==> config.mk <==
export PLATFORM = sky130hd
export DESIGN_NAME = div_unit
export DESIGN_NICKNAME = d
export VERILOG_FILES = /design/src/rtl/div_unit_pkg.sv /design/src/rtl/div_unit.sv
export SDC_FILE = /design/constraint.sdc
export NUM_CORES = 1
export LEC_CHECK = 0
export ABC_AREA = 1
export CAP_MARGIN = 15
export CORE_MARGIN = 10
export CORE_UTILIZATION = 47
export DETAILED_ROUTE_END_ITERATION = 6
export PLACE_DENSITY_LB_ADDON = 0.3
export RECOVER_POWER = 25
export SYNTH_ARGS = -nofsm -noshare
export SYNTH_HDL_FRONTEND = slang
export SYNTH_SLANG_ARGS = --single-unit
==> constraint.sdc <==
create_clock -name clk -period 13.1 [get_ports clk]
set_input_delay 1.31 -clock clk [delete_from_list [all_inputs] [get_ports clk]]
set_output_delay 1.31 -clock clk [all_outputs]
set_load 0.05 [all_outputs]
==> src/rtl/div_unit_pkg.sv <==
// Shared decode constants and state type for the EX-stage divider.
package div_unit_pkg;

  // RV32M funct3 codes for the M extension. The divide group has funct3[2] set.
  localparam logic [2:0] F_MUL    = 3'b000;
  localparam logic [2:0] F_MULH   = 3'b001;
  localparam logic [2:0] F_MULHSU = 3'b010;
  localparam logic [2:0] F_MULHU  = 3'b011;
  localparam logic [2:0] F_DIV    = 3'b100;
  localparam logic [2:0] F_DIVU   = 3'b101;
  localparam logic [2:0] F_REM    = 3'b110;
  localparam logic [2:0] F_REMU   = 3'b111;

  typedef enum logic [1:0] {
    IDLE = 2'd0,
    CALC = 2'd1,
    FIX  = 2'd2,
    DONE = 2'd3
  } div_state_t;

endpackage

==> src/rtl/div_unit.sv <==
// Multi-cycle restoring radix-2 divider for DIV/DIVU/REM/REMU.
// It divides the operand magnitudes, producing one quotient bit per cycle.
// The signs are applied in a single FIX cycle at the end.
// Divide-by-zero and signed overflow complete in one cycle.
module div_unit
  import div_unit_pkg::*;
#(
  parameter int XLEN = 32
) (
  input  logic            clk,
  input  logic            rst,
  input  logic            start,
  input  logic            flush,
  input  logic [2:0]      funct3,
  input  logic [XLEN-1:0] rs1_value,
  input  logic [XLEN-1:0] rs2_value,
  output logic            busy,
  output logic            done,
  output logic [XLEN-1:0] div_out
);

  localparam int CNT_W = $clog2(XLEN) + 1;
  localparam logic [XLEN-1:0] MIN_NEG = {1'b1, {(XLEN-1){1'b0}}};

  function automatic logic [XLEN-1:0] twos_neg(input logic [XLEN-1:0] v);
    return (~v) + {{(XLEN-1){1'b0}}, 1'b1};
  endfunction

  div_state_t state, nstate;

  logic             op_rem_q;
  logic             neg_quo_q;
  logic             neg_rem_q;
  logic [XLEN-1:0]  divisor_q;
  logic [XLEN:0]    rem_q;
  logic [XLEN-1:0]  quo_q;
  logic [CNT_W-1:0] count_q;

  // Operand decode at acceptance time
  logic              in_signed, in_rem, a_neg, b_neg;
  logic              div_zero, sgn_ovf, special, accept;
  logic signed [XLEN-1:0] a_s, b_s;
  logic [XLEN-1:0]   a_mag, b_mag, special_res;

  assign a_s       = rs1_value;
  assign b_s       = rs2_value;
  assign in_signed = (funct3 == F_DIV) || (funct3 == F_REM);
  assign in_rem    = (funct3 == F_REM) || (funct3 == F_REMU);
  assign a_neg     = in_signed && (a_s < 0);
  assign b_neg     = in_signed && (b_s < 0);
  assign a_mag     = a_neg ? twos_neg(rs1_value) : rs1_value;
  assign b_mag     = b_neg ? twos_neg(rs2_value) : rs2_value;
  assign div_zero  = (rs2_value == '0);
  assign sgn_ovf   = in_signed && (rs1_value == MIN_NEG) && (rs2_value == '1);
  assign special   = div_zero || sgn_ovf;
  assign accept    = start && !flush;

  // A zero divisor yields all-ones and the raw dividend.
  // Signed overflow yields the dividend and zero.
  assign special_res = div_zero ? (in_rem ? rs1_value : '1)
                                : (in_rem ? '0 : MIN_NEG);

  // One restoring step: shift the next dividend bit in, then subtract if it fits.
  // The extra remainder bit keeps the compare exact.
  logic [XLEN:0]   rem_sh, rem_diff;
  logic            fits;
  logic [XLEN-1:0] quo_fix, rem_fix, fix_res;

  assign rem_sh   = {rem_q[XLEN-1:0], quo_q[XLEN-1]};
  assign fits     = (rem_sh >= {1'b0, divisor_q});
  assign rem_diff = rem_sh - {1'b0, divisor_q};
  assign quo_fix  = neg_quo_q ? twos_neg(quo_q) : quo_q;
  assign rem_fix  = neg_rem_q ? twos_neg(rem_q[XLEN-1:0]) : rem_q[XLEN-1:0];
  assign fix_res  = op_rem_q ? rem_fix : quo_fix;

  // State register
  always_ff @(posedge clk or posedge rst) begin
    if (rst) state <= IDLE;
    else     state <= nstate;
  end

  // Next-state logic. A flush kills CALC/FIX and blocks a start in IDLE.
  always_comb begin
    nstate = state;
    unique case (state)
      IDLE: if (accept) nstate = special ? DONE : CALC;
      CALC: if (flush) nstate = IDLE;
            else if (count_q == CNT_W'(XLEN - 1)) nstate = FIX;
      FIX:  nstate = flush ? IDLE : DONE;
      DONE: nstate = IDLE;
      default: nstate = IDLE;
    endcase
  end

  // Status outputs decoded from state
  always_comb begin
    busy = (state == CALC) || (state == FIX);
    done = (state == DONE);
  end

  // Datapath: operand capture, iteration, sign fix-up and result register
  always_ff @(posedge clk or posedge rst) begin
    if (rst) begin
      op_rem_q  <= 1'b0;
      neg_quo_q <= 1'b0;
      neg_rem_q <= 1'b0;
      divisor_q <= '0;
      rem_q     <= '0;
      quo_q     <= '0;
      count_q   <= '0;
      div_out   <= '0;
    end else begin
      unique case (state)
        IDLE: if (accept) begin
          op_rem_q  <= in_rem;
          neg_quo_q <= a_neg ^ b_neg;
          neg_rem_q <= a_neg;
          divisor_q <= b_mag;
          rem_q     <= '0;
          quo_q     <= a_mag;
          count_q   <= '0;
          if (special) div_out <= special_res;
        end
        CALC: if (!flush) begin
          rem_q   <= fits ? rem_diff : rem_sh;
          quo_q   <= {quo_q[XLEN-2:0], fits};
          count_q <= count_q + 1'b1;
        end
        FIX: if (!flush) div_out <= fix_res;
        default: ;
      endcase
    end
  end

endmodule

**Word-level counts from Yosys, hierarchy flattened**

Index checks and enable logic that the tools add are counted.
W data, S select, Z words.

- Memory bits (read-only): 0
- Memory bits (writable): 0
- Register bits: 139
- Memories kept: 0
- Latch bits: 0
- Bits of input ports: 71

- Multiplexer cells: 28
- $lt $le $gt $ge: 3
- Bitwise operators: 5
- Add/sub/neg operators: 6
- Shift operators: 0
- Reductions and logical operators: 18
- Div/mod/pow operators: 0
- $mul: 0
- Equal/unequal tests: 14

Operators by type and width:

| cell | number |
|---|---|
| $mux W32 | 16 |
| $pmux W32 S2 | 3 |
| $add A32 B1 Y32 const B | 4 |
| $not A32 Y32 | 4 |
| $eq A32 B32 Y1 const B | 2 |
| $lt A32 B1 Y1 const B | 2 |
| $ge A33 B32 Y1 | 1 |
| $logic_not A32 Y1 | 1 |
| $sub A32 B32 Y32 | 1 |
| $mux W6 | 2 |
| $pmux W6 S2 | 1 |
| $mux W2 | 5 |
| $eq A3 B3 Y1 const B | 3 |
| $ne A2 B2 Y1 const B | 4 |
| $pmux W2 S4 | 1 |
| $add A6 B1 Y6 const B | 1 |
| $eq A6 B5 Y1 const B | 1 |
| $logic_and A1 B1 Y1 | 5 |
| $eq A2 B2 Y1 const B | 2 |
| $logic_or A1 B1 Y1 | 4 |
| $reduce_and A2 Y1 | 2 |
| $reduce_and A4 Y1 | 1 |
| $reduce_bool A2 Y1 | 2 |
| $ne A3 B3 Y1 const B | 1 |
| 5 further kinds | 5 |

**Logic depth before layout (Yosys ltp)**

Gate-level depths: netlist of the first run.

- Word-level depth: 8
- Gate-level depth with buffers: 17

**Worst setup path after synthesis of the first run**

OpenSTA, ideal clock, no wires.

- Kind: input to register
- Start point: input rs2_value[1]
- End point: register div_out[12]
- Stages: 15
- Library setup time: 123 ps
- Setup slack: 10326 ps
- Buffers on the path: 2
- Arrival time: 2651 ps
- Cells stage by stage: inv_1 -> ha_1 -> nand3_2 -> nor2_4 -> nand3_1 -> nor2_2 -> inv_2 -> nand2_1 -> nand2_1 -> nand2_1 -> nand2_1 -> buf_6 -> buf_6 -> nand2_1 -> nand2_1

- Longest elaborated chain between the ends: 5
- Elaborated cells between the ends (all ways): 10

RTL lines:

| element | line | text |
|---|---|---|
| start, declared | div_unit.sv:16 | `input logic [XLEN-1:0] rs2_value,` |
| $logic_not A32 Y1 or $eq A32 B32 Y1 (tied branches) | div_unit.sv:53, div_unit.sv:54 |  |
| $mux W32 or $logic_and A1 B1 Y1 (tied branches) | div_unit.sv:60, div_unit.sv:54 |  |
| $mux W32 or $logic_or A1 B1 Y1 (tied branches) | div_unit.sv:122, div_unit.sv:55 |  |
| $mux W32 or $ne A2 B2 Y1 (tied branches) | - |  |
| $pmux W32 S2 or $reduce_and A4 Y1 (tied branches) | - |  |
| end signal, assigned | div_unit.sv:122 | `if (special) div_out <= special_res;` |
| end signal, assigned | div_unit.sv:129 | `FIX: if (!flush) div_out <= fix_res;` |
| end, declared | div_unit.sv:19 | `output logic [XLEN-1:0] div_out` |

Several ways; a longest one is shown, not always the timed one. The select of a mux whose other input is x is not followed.
A chain may end at the register's enable or synchronous reset.

==> results.cfg, run 1 <==
[sta]
worstMarginPinSlew_ns = 3.52
timing_hold_violations_final = 0
fin_skew_ns = 0.0147
slew_headroom_pct = -135
final_period_minus_worst_setup_slack_ns = 6.70
number_of_pins_exceeding_their_max_slew_limit_in_the_final_report = 142
fin_crit_sh_pct = 51.1
timing.fmax_ghz = 0.149
rsz0062_at_grt = no
setup_viol = 0
final.setup.tns_ns = 0

[worst_setup_path]
crit_chain = dlygate4sd3_1, clkinvlp_2, clkbuf_1
cpMaxStageDelayCell = clkbuf_1
worst_path_dominant_cell_family = buffers and inverters
worstSetupStartpointType = input port
timing.critical_path.fanout_max = 72
worstPathArrival_ns = 6.43
critical_path.n_buffers_inverters = 3
worst-endpoint-required_ns = 12.83
worstSetupEndpointType = asynchronous set/reset pin
timing.critical_path.slowest_cell_delay_ns = 2.59
timing.setup.critical_path_class = in -> async

[drt]
final_antenna_violating_net_count = 0
detail_route.iter0.violations = 1816
wl_per_cell_um = 18.2
detail_route.drc_violations = 9
drt-total-wl_um = 46100
detailroute.via_count = 14348
detail_route.vias_per_cell = 5.67
drtPass1Iterations = 7

[synth]
yosysWarnings = 0
netlist.area_leader.share_pct = 27.1
synth-seq-area-share_pct = 27.1
postSynthAreaPerCell_um2 = 6.06
synthFlopType = dfrtp_1
synthesized_flop_and_latch_total = 139
synth_async_sr_flop_share_pct = 100
ys_top_cells_by_area = dfrtp_1, nand2_1, nand3_1, inv_1, o21ai_0
synth.lib_cells_used.distinct = 44
synthesis.instances = 2116
synth_edf_count = 0
synth.cell_area_um2 = 12800
synth_nets = 2231
synth.largest_area_cell = dfrtp_1
most_common_cell_in_the_synthesized_netlist = nand2_1
netlist_top_cells_count = nand2_1, nand3_1, inv_1, nor2_1, o21ai_0

[floorplanning]
fp.dieArea_um2 = 34300
die_x_um = 185
floorplan.core_area_um2 = 26900
fp-row-count = 60
floorplan.die.height_um = 185
initial_core_utilization_pct = 47.7
design.portCount = 105

[clock_tree]
clock-root-buffer = clkbuf_16
cts-htree-levels = 4
cts.sinks = 139
cts_tree = built
cts_hold_buffers = 0
tritoncts_buffers = 17
clk_latency_ns = 0.44
cts_repair_resize_count = 0
cts_max_path_buffers = 2
cts.reportedPaths.clkPinSlew_ns = 0.07
post-cts-setup-buffer-count = 0

[power_and_ir_drop]
vdd_ir_drop_max_v = 0.0000958
fin_total_pwr_mw = 3.70
power.leakage_nw = 7.18
power_density_nw_per_um2 = 253

[run_status]
violations_in_the_final_reports = design-rule violations, max-capacitance violations, max-slew violations
run_status = complete, but fails checks

[grt]
number_of_antenna_violations_at_the_first_check_in_global_routing = 0
grt_first_pass_wirelength_um = 72400
number_of_global_route_vias_before_repair = 13187
globalRouteOverflowTotal = 0
grt_max_degree = 73
grt_usage_pct = 26.7

[final_layout]
num_antenna_cells = 0
drive_above_1_share_pct = 4.16
n_fill_cell = 2776
nNetsFinal = 2291
area_growth_pct = 13.9

[placement]
io_buffer_count = 104
gp_routability_congestion = 0.963
dp_hpwl_um = 36200

[hold_path]
holdCritPathClass = reg -> reg

[run]
max_cap_violations = 2
==> worst paths after layout <==
path / cells past startpoint / slack, ns / from / to
max in group clk: 11 / 8.56 / flush / quo_q[29]
min: 2 / 0.48 / div_out[25] / div_out[25]
min in group asynchronous: 2 / 2.32 / rst / rem_q[2]
max: 3 / 6.40 / rst / quo_q[29]
min reg2reg: 2 / 0.48 / div_out[25] / div_out[25]
max reg2reg: 11 / 8.59 / state[1] / quo_q[29]
==> power breakdown <==
group	internal (mW)	total [mW]	leakage [nW]	switching [mW]
logic	0.756	2.43	5.14	1.67
clock network	0.268	0.488	0.273	0.220
registers	0.615	0.785	1.77	0.170
total	1.64	3.70	7.18	2.06
==> flip-flops by register name, indices dropped and copies added (netlist names) <==
register and flops:
count_q 6, neg_quo_q 1, neg_rem_q 1, divisor_q 32
rem_q 32, quo_q 32, div_out 32, state 2
op_rem_q 1
==> tightest hold or removal path, cell delays in order, from the launching register on <==
cell     delay, ns
dfrtp_1       0.34
nand2_1       0.05
nand2_1       0.05
==> stage by stage <==
stage | hold WS (ns) | instances | area [µm²] | util (%) | setup WS, ns
finish | 0.478 | 2530 | 14600 | 54.3 | 6.40
global route | 0.499 | 2530 | 14600 | 54.3 | 5.23
CTS | 0.484 | 2530 | 14600 | 54.4 | 8.80
detailed placement | 0.466 | 2498 | 14000 | 52.2 | 8.33
global placement | 0.464 | 2498 | 14000 | 52.2 | 8.47
floorplan | 0.449 | 2116 | 12800 | - | 8.07
==> cell families (layout without fill, tap and decap cells) <==
kind of cell               Yosys count  in the layout  share of synthesized area, %
DFF                                139            139                          27.1
and+or+nand+nor                   1206           1206                          40.1
AOI/OAI and AO/OA                  335            335                          14.2
xor gates and xnor gates            52             52                          3.55
buffers and inverters              340            413                          10.6
adders and majority gates           44             44                          4.35
==> layer usage <==
metal	vias to the layer above	share of wire, %	wire length [µm]	track usage [%]
li1	7025	-	-	-
met1	6613	46	21200	38.1
met2	637	43	19700	40.0
met3	73	8.7	4030	4.49
met4	0	2.5	1170	8.39
met5	-	0	0	0
==> cell usage in the layout (no fill, tap or decap), types with 2 or more instances in the layout <==
cell type        synthesis  final
dlygate4sd3_1            0      3
nor2_4                   3      4
o21ai_1                 35     35
o21bai_1                10     10
clkinvlp_4               0      4
nor2_2                  12     12
nand3_2                  5      5
a21oi_1                 87     87
o22ai_1                 10     10
nor3_1                  20     20
inv_8                    0      3
or2_1                    2      2
dfrtp_1                139    139
xor2_1                  35     35
nand3b_1                 4      4
nand3_1                262    262
clkinv_1                 7      7
nor2_1                 198    197
nand4_1                 45     45
inv_1                  240    240
clkdlybuf4s50_1          0    101
nand2_1                642    642
a211oi_1                 2      2
o21ai_0                154    154
nand2_2                  2      2
nor4_1                   3      3
clkbuf_1                45      2
inv_2                   16     15
a21o_1                   4      4
ha_1                    43     43
buf_4                    5     12
o21a_1                   2      2
o211ai_1                23     23
nor3_2                   2      2
or2_2                    3      3
inv_6                    0      5
clkbuf_16                0     17
xnor2_1                 17     17
o221ai_1                 5      5
==> final cells by class <==
class | instances | area, µm² | area share, %
flip-flops and latches | 139 | 3480 | 23.8
clock inverters | 15 | 151 | 1.04
inverters | 263 | 988 | 6.77
well taps | 341 | 427 | 2.92
repair buffers | 118 | 1140 | 7.80
multi-input cells | 1637 | 7990 | 54.7
clock buffers | 17 | 425 | 2.91
(Power assumes the default switching activity.)
==> run 2: changes to the inputs <==
==> constraint.sdc (replaced) <==
create_clock -name clk -period 7 [get_ports clk]
set_input_delay 0.7 -clock clk [delete_from_list [all_inputs] [get_ports clk]]
set_output_delay 0.7 -clock clk [all_outputs]
set_load 0.05 [all_outputs]
==> results.cfg, run 2 (synthesized netlist as in run 1, its figures left out) <==
[run_status]
run_status = complete, but fails checks
violations_in_the_final_reports = design-rule violations, max-capacitance violations, max-slew violations

[drt]
final_antenna_violating_net_count = 0
met1Wirelength_um = 21900
drtPass1Iterations = 7
wl_per_cell_um = 18.6
drt-total-wl_um = 47100
route.met2.wl_um = 20100
detail_route.iter0.violations = 1691
detail_route.vias_per_cell = 5.65
met3_length_um = 4000
detail_route.drc_violations = 1
route.top_layer_used = met4
detailroute.via_count = 14286

[worst_setup_path]
timing.critical_path.fanout_max = 43
worstSetupEndpointType = register
crit_path_frequent_cell = inv_2
worst_path_dominant_cell_family = buffers and inverters
worstPathArrival_ns = 4.66
cpMaxStageDelayCell = ha_1
critical_path.n_buffers_inverters = 6
timing.setup.critical_path_class = reg -> reg
crit_chain = inv_1, ha_1, inv_2, nor2_2, nand2_1, buf_4, inv_2, nor2_2, buf_4, inv_2, o22ai_1, o21bai_1
worstSetupStartpointType = register
worst-endpoint-required_ns = 7.32
timing.critical_path.slowest_cell_delay_ns = 0.73

[sta]
fin_crit_sh_pct = 62.0
rsz0062_at_grt = no
final.setup.tns_ns = 0
worstMarginPinSlew_ns = 2.97
timing.fmax_ghz = 0.230
fin_skew_ns = 0.0140
final_period_minus_worst_setup_slack_ns = 4.34
setup_viol = 0
number_of_pins_exceeding_their_max_slew_limit_in_the_final_report = 67
fin_hold_ws_ns = 0.473
slew_headroom_pct = -99.0
timing_hold_violations_final = 0

[floorplanning]
die_x_um = 185
floorplan.die.height_um = 185
fp-row-count = 60
floorplan.core_area_um2 = 26900
design.portCount = 105
fp.dieArea_um2 = 34300
initial_core_utilization_pct = 47.7

[grt]
grt_first_pass_wirelength_um = 73300
grt_usage_pct = 27.2
number_of_antenna_violations_at_the_first_check_in_global_routing = 0
globalRouteOverflowTotal = 0
number_of_global_route_vias_before_repair = 13233
grt_max_degree = 75

[placement]
io_buffer_count = 104
gp_routability_congestion = 0.972
dp_hpwl_um = 36900

[final_layout]
num_antenna_cells = 0
nNetsFinal = 2291
layout.cells.most_common_list = nand2_1, nand3_1, inv_1, nor2_1, o21ai_0
drive_above_1_share_pct = 4.25
layout.cells.most_common = nand2_1
area_growth_pct = 13.8

[clock_tree]
clk_latency_ns = 0.43
tritoncts_buffers = 17
cts-htree-levels = 4
cts_tree = built
post-cts-setup-buffer-count = 0
clock-root-buffer = clkbuf_16
cts_repair_resize_count = 0
cts.sinks = 139
cts_max_path_buffers = 2
cts_hold_buffers = 0
cts.reportedPaths.clkPinSlew_ns = 0.07

[run]
max_cap_violations = 1

[power_and_ir_drop]
power_density_nw_per_um2 = 474
vdd_ir_drop_max_v = 0.000201
power.leakage_nw = 7.19

[hold_path]
holdCritPathClass = reg -> reg
run 2: changes by cell type in the layout (fill, tap and decap cells not counted), sizes merged:
cell / before / now
dlygate4sd3: 3 / 13
bufinv: 1 / 0
inv: 263 / 262
clkinv: 9 / 10
buf: 12 / 13
clkdlybuf4s50: 101 / 91
run 2: final timing paths:
| path | startpoint | end | slack, ns | cells after the start |
|---|---|---|---|---|
| setup / recovery | state[1] | quo_q[29] | 2.66 | 12 |
| hold / removal | div_out[20] | div_out[20] | 0.47 | 2 |
| setup reg to reg | state[1] | quo_q[29] | 2.66 | 12 |
| hold reg to reg | div_out[20] | div_out[20] | 0.47 | 2 |
| max in group asynchronous | rst | quo_q[25] | 3.44 | 3 |
| min in group asynchronous | rst | rem_q[2] | 1.55 | 2 |
run 2: report_power, final:
group | switching (mW) | total, mW | internal (mW)
sequential | 0.328 | 1.48 | 1.15
clock | 0.412 | 0.887 | 0.476
combinational | 3.14 | 4.55 | 1.40
total | 3.88 | 6.91 | 3.03
run 2: final cells by class:
type                    instances  area (µm²)
fillers                      2784       12300
multi-input cells            1637        7990
clock buffers                  18         439
flip-flops and latches        139        3480
well taps                     341         427
repair buffers                118        1140
clock inverters                14         128
inverters                     263         988
run 2: through the flow:
| step | total power [mW] | setup slack, ns | util (%) | cells | instance area (µm²) |
|---|---|---|---|---|---|
| after floorplan | 4.62 | 2.58 | - | 2116 | 12800 |
| after global placement | 5.88 | 2.89 | 52.2 | 2498 | 14000 |
| after detailed placement | 5.94 | 2.74 | 52.2 | 2498 | 14000 |
| after CTS | 6.85 | 2.73 | 54.3 | 2530 | 14600 |
| after global routing | 7.49 | 2.36 | 54.3 | 2530 | 14600 |
| final | 6.91 | 2.66 | 54.3 | 2530 | 14600 |
run 2: per-layer routing:
layer	vias to the layer above	global-route usage [%]
li1	7005	-
met3	68	4.25
met5	-	0
met4	0	7.61
met2	614	40.9
met1	6599	39.3
run 2: tightest hold or removal path: stages (launching register included):
cell and delay (ns):
dfrtp_1 0.34, nand2_1 0.05, nand2_1 0.05
==> run 3: changes to the inputs <==
==> constraint.sdc (replaced) <==
create_clock -name clk -period 3.5 [get_ports clk]
set_input_delay 0.35 -clock clk [delete_from_list [all_inputs] [get_ports clk]]
set_output_delay 0.35 -clock clk [all_outputs]
set_load 0.05 [all_outputs]
==> results.cfg, run 3 (synthesized netlist as in run 1, its figures left out) <==
[sta]
rsz0062_at_grt = no
fin_skew_ns = 0.0134
slew_headroom_pct = 12.6
final.setup.tns_ns = 0
timing_hold_violations_final = 0
final_period_minus_worst_setup_slack_ns = 2.82
fin_crit_sh_pct = 80.5
number_of_pins_exceeding_their_max_slew_limit_in_the_final_report = 0
setup_viol = 0
timing.fmax_ghz = 0.355
worstMarginPinSlew_ns = 1.31

[worst_setup_path]
critical_path.n_buffers_inverters = 1
timing.critical_path.fanout_max = 17
worst_path_dominant_cell_family = simple AND/OR/NAND/NOR gates
worstSetupEndpointType = register
worstSetupStartpointType = register
crit_path_frequent_cell = nand3_1
worst-endpoint-required_ns = 3.87
worstPathArrival_ns = 3.18
cpMaxStageDelayCell = nor2_2
timing.critical_path.slowest_cell_delay_ns = 0.55
crit_chain = ha_1, nand2_1, nor2_1, nand3_1, nor2_1, nand3_1, nand2_1, nor2_2, nand2_2, buf_4, nand3_1, nand3_1, nand2_1
timing.setup.critical_path_class = reg -> reg

[final_layout]
regArea_um2 = 3480
layout.cells.most_common_list = nand2_1, nand3_1, inv_1, nor2_1, o21ai_0
multi_input_comb_area_um2 = 7990
n_fill_cell = 2762
drive_above_1_share_pct = 5.03
nNetsFinal = 2309
finalNonFillerCells = 2549
area_growth_pct = 14.7
layout.cells.most_common = nand2_1

[grt]
grt_usage_pct = 27.3
number_of_antenna_violations_at_the_first_check_in_global_routing = 1
grt_max_degree = 53
grt_first_pass_wirelength_um = 73300
globalRouteOverflowTotal = 0
number_of_global_route_vias_before_repair = 13338

[floorplanning]
fp-row-count = 60
fp.dieArea_um2 = 34300
floorplan.core_area_um2 = 26900
design.portCount = 105
floorplan.die.height_um = 185
initial_core_utilization_pct = 47.7
die_x_um = 185

[hold_path]
holdCritPathClass = reg -> reg

[drt]
final_antenna_violating_net_count = 0
drt-total-wl_um = 47700
detail_route.drc_violations = 0
detailroute.via_count = 14609
wl_per_cell_um = 18.7
detail_route.iter0.violations = 1680
detail_route.vias_per_cell = 5.73
drtPass1Iterations = 7

[clock_tree]
post-cts-setup-buffer-count = 0
cts.sinks = 139
cts_tree = built
cts_repair_resize_count = 0
cts.reportedPaths.clkPinSlew_ns = 0.06
cts_hold_buffers = 0
cts-htree-levels = 4
cts_max_path_buffers = 2
clk_latency_ns = 0.44
clock-root-buffer = clkbuf_16
tritoncts_buffers = 17

[power_and_ir_drop]
p_int_mw = 6.14
switching_share_pct = 56.2
register_share_of_total_power_pct = 21.4
vdd_ir_drop_max_v = 0.000348
net-switching-power_mw = 7.88
power.leakage_nw = 7.25
power_density_nw_per_um2 = 953
combPwrFrac_pct = 65.9
share_clk_of_total_power_pct = 12.8

[placement]
gp_routability_congestion = 1.00
dp_hpwl_um = 37700
dpl.cell_count = 2516
io_buffer_count = 104

[run]
max_cap_violations = 0

[run_status]
run_status = finished, final reports clean
-- run 3: cell types whose count changed in the layout (fill, tap and decap cells not counted) --
cell / delta
clkbuf_8: -1
clkinv_4: -1
inv_8: +2
clkinv_8: -1
dlygate4sd3_1: -12
clkdlybuf4s50_1: +12
buf_4: +17
clkbuf_2: +2
diode_2: +1
-- run 3: power by group through the flow --
stage	Combinational [mW]	Clock (mW)	Sequential, mW
after CTS	9.08	1.79	2.97
after global placement	8.97	0	2.98
after detailed placement	9.03	0	2.99
final	9.23	1.79	2.99
after floorplan	5.92	0	3.32
after global routing	10.2	1.85	3.06
-- run 3: tightest hold or removal path: stages, from the launching register on --
cell and delay, ns:
dfrtp_1 0.34, nand2_1 0.05, nand2_1 0.05
-- run 3: metal layers --
| metal | global-route usage (%) | share of wire (%) |
|---|---|---|
| met5 | 0 | 0 |
| met4 | 8.91 | 2.6 |
| met3 | 5.13 | 9.9 |
| met2 | 39.9 | 43 |
| met1 | 39.4 | 45 |
-- run 3: layout make-up --
cell class                      instances  area share (%)
Sequential cell                       139            23.6
Clock inverter                         14           0.850
Clock buffer                           18            2.92
Antenna cell                            1          0.0170
Multi-Input combinational cell       1637            54.3
Tap cell                              341            2.90
Timing Repair Buffer                  136            8.67
Inverter                              263            6.72
-- run 3: path summary, 6_finish.rpt --
kind / start / endpoint / slack, ns / cells after the start
setup / recovery: rem_q[27] / rem_q[19] / 0.68 / 13
hold / removal: div_out[1] / div_out[1] / 0.48 / 2
setup reg to reg: rem_q[27] / rem_q[19] / 0.68 / 13
hold reg to reg: div_out[1] / div_out[1] / 0.48 / 2
max in group asynchronous: rst / rem_q[27] / 1.19 / 3
min in group asynchronous: rst / rem_q[1] / 0.55 / 2
-- run 3: stage by stage --
step                total power, mW  setup WS [ns]  hold WS [ns]  util (%)  instance area [µm²]
floorplan                      9.24           1.41         0.449         -                12800
global placement               12.0          0.582         0.462      52.8                14200
detailed placement             12.0          0.563         0.467      52.8                14200
CTS                            13.8          0.739         0.329      54.9                14700
global route                   15.1          0.491         0.497      54.7                14700
finish                         14.0          0.682         0.481      54.7                14700
==> patch, RTL diff (flow settings as in run 1) <==
Re-encode `div_state_t` (4 states) as Gray code, 2 bits wide.
--- a/src/rtl/div_unit_pkg.sv
+++ b/src/rtl/div_unit_pkg.sv
@@ -12,10 +12,10 @@
   localparam logic [2:0] F_REMU   = 3'b111;
 
   typedef enum logic [1:0] {
-    IDLE = 2'd0,
-    CALC = 2'd1,
-    FIX  = 2'd2,
-    DONE = 2'd3
+    IDLE = 2'b00,
+    CALC = 2'b01,
+    FIX  = 2'b11,
+    DONE = 2'b10
   } div_state_t;
 
 endpackage
Behaviour: same outputs for any inputs over 10 cycles, from zero or initial values and one cycle with rst high; not proved beyond that.
==> patch against run 1 <==
The flow finishes with violations (max-capacitance violations, max-slew violations); routed wire length is 2.6% lower; cell area up 1.6%; final cell count rose by 5.0%; sequential share of layout area fell by 0.38 points; power down 12%; clock skew increased by 0.0018 ns; combinational power down 17%; sequential cell count stayed put; synthesized cell count rose by 4.3%; area after synthesis grew 1.4%; critical path depth unchanged; utilization rose by 0.43 points; setup slack better by 2.4 ns; maximum frequency increased by 55%.
==> patch: results (changes against run 1) <==
Placed design
  • Inst Count DP: 2,624 (+5.0%)
  • Hpwl dp: 34,800 µm (-3.9%)

Logic synthesis
  • Yosys cell types: 41 (-6.8%)
  • Syn_nets: 2,318 (+3.9%)
  • Cell count after synthesis: 2,208 (+4.3%)
  • Top post-synthesis cells by count: 787 x nand2_1, 283 x inv_1, 242 x nand3_1
  • Ranking of synthesized cells by area: dfrtp_1 27%, nand2_1 23%, nand3_1 9.3%

Final layout
  • Share of post-route cells with drive strength above 1: 3.63% (-0.52 points)
  • Nets: 2,381 (+3.9%)
  • Fill count: 2,799 (+0.83%)

Worst setup path
  • Worst path slowest cell: clkinvlp_2
  • CP max stage delay: 1.88 ns (-0.71 ns)
  • R2R cell count: 9 (-2)

Route
  • Per-cell routed wire length: 16.9 µm (-7.3%)
  • Via count: 14,500 (+0.98%)
  • Initial drt markers: 1,461 (-20%)

Job
  • Max Cap Viol: 1 (-1)

Global route
  • GRT Total Usage: 25.3% (-1.4 points)
  • Initial antenna violation count: 1 (+1)
  • First-pass GRT wire length: 72,100 µm (-0.36%)

Pwr
  • Leak pwr: 7.73 nW (+7.7%)

Run status
  • Status: finished with violations
  • Failing checks: max-capacitance violations, max-slew violations

Min path
  • WHS Path Cells: 1 (-1)

Timing
  • Clk_skew: 0.0165 ns (+0.00181 ns)
  • Slew Viols, Final: 73 (-49%)
  • Slew margin rel.: -124% (+10 points)
patch: power breakdown:
| group | switching (mW) | total [mW] | internal [mW] |
|---|---|---|---|
| Combinational | 1.38 | 2.02 | 0.646 |
| Sequential | 0.165 | 0.751 | 0.586 |
| Clock | 0.215 | 0.482 | 0.266 |
patch: area by class of cell:
class                   instances  area share, %
multi-input cells            1705           54.6
inverters                     290           7.34
clock inverters                13          0.894
well taps                     372           3.14
flip-flops and latches        139           23.4
repair buffers                118           7.70
clock buffers                  19           2.92
patch: final timing paths:
check | startpoint | endpoint | slack [ns]
max | rst | divisor_q[25]$_DFFE_PP0P_ | 8.77
max reg2reg | state[0]$_DFFE_PP0P_ | count_q[5]$_DFFE_PP0P_ | 10.22
min | count_q[5]$_DFFE_PP0P_ | count_q[5]$_DFFE_PP0P_ | 0.47
min reg2reg | count_q[5]$_DFFE_PP0P_ | count_q[5]$_DFFE_PP0P_ | 0.47
max in group clk | funct3[2] | divisor_q[20]$_DFFE_PP0P_ | 9.12
min in group asynchronous | rst | div_out[9]$_DFFE_PP0P_ | 2.29
patch: through the flow:
stage	area [µm²]	setup WS [ns]	utilization (%)
2_1_floorplan	13000	8.07	-
3_3_place_gp	14300	8.98	52.7
3_5_place_dp	14300	8.85	52.7
4_1_cts	14900	9.28	54.8
5_1_grt	14800	8.19	54.8
6_report	14800	8.77	54.8
patch: cell families after synthesis:
logic type      synth area share [%]
flops                           26.8
compound gates                  11.8
buf+inv                         11.0
simple gates                    43.1
fa+ha+maj                       3.81
xor+xnor                        3.44
patch: routing by layer:
layer	global-route usage, %	up-vias	share of wire (%)
met1	35.6	6679	46
met3	4.21	80	7.5
met5	0	-	0
met2	38.1	550	43
li1	-	7180	-
met4	8.60	0	2.9
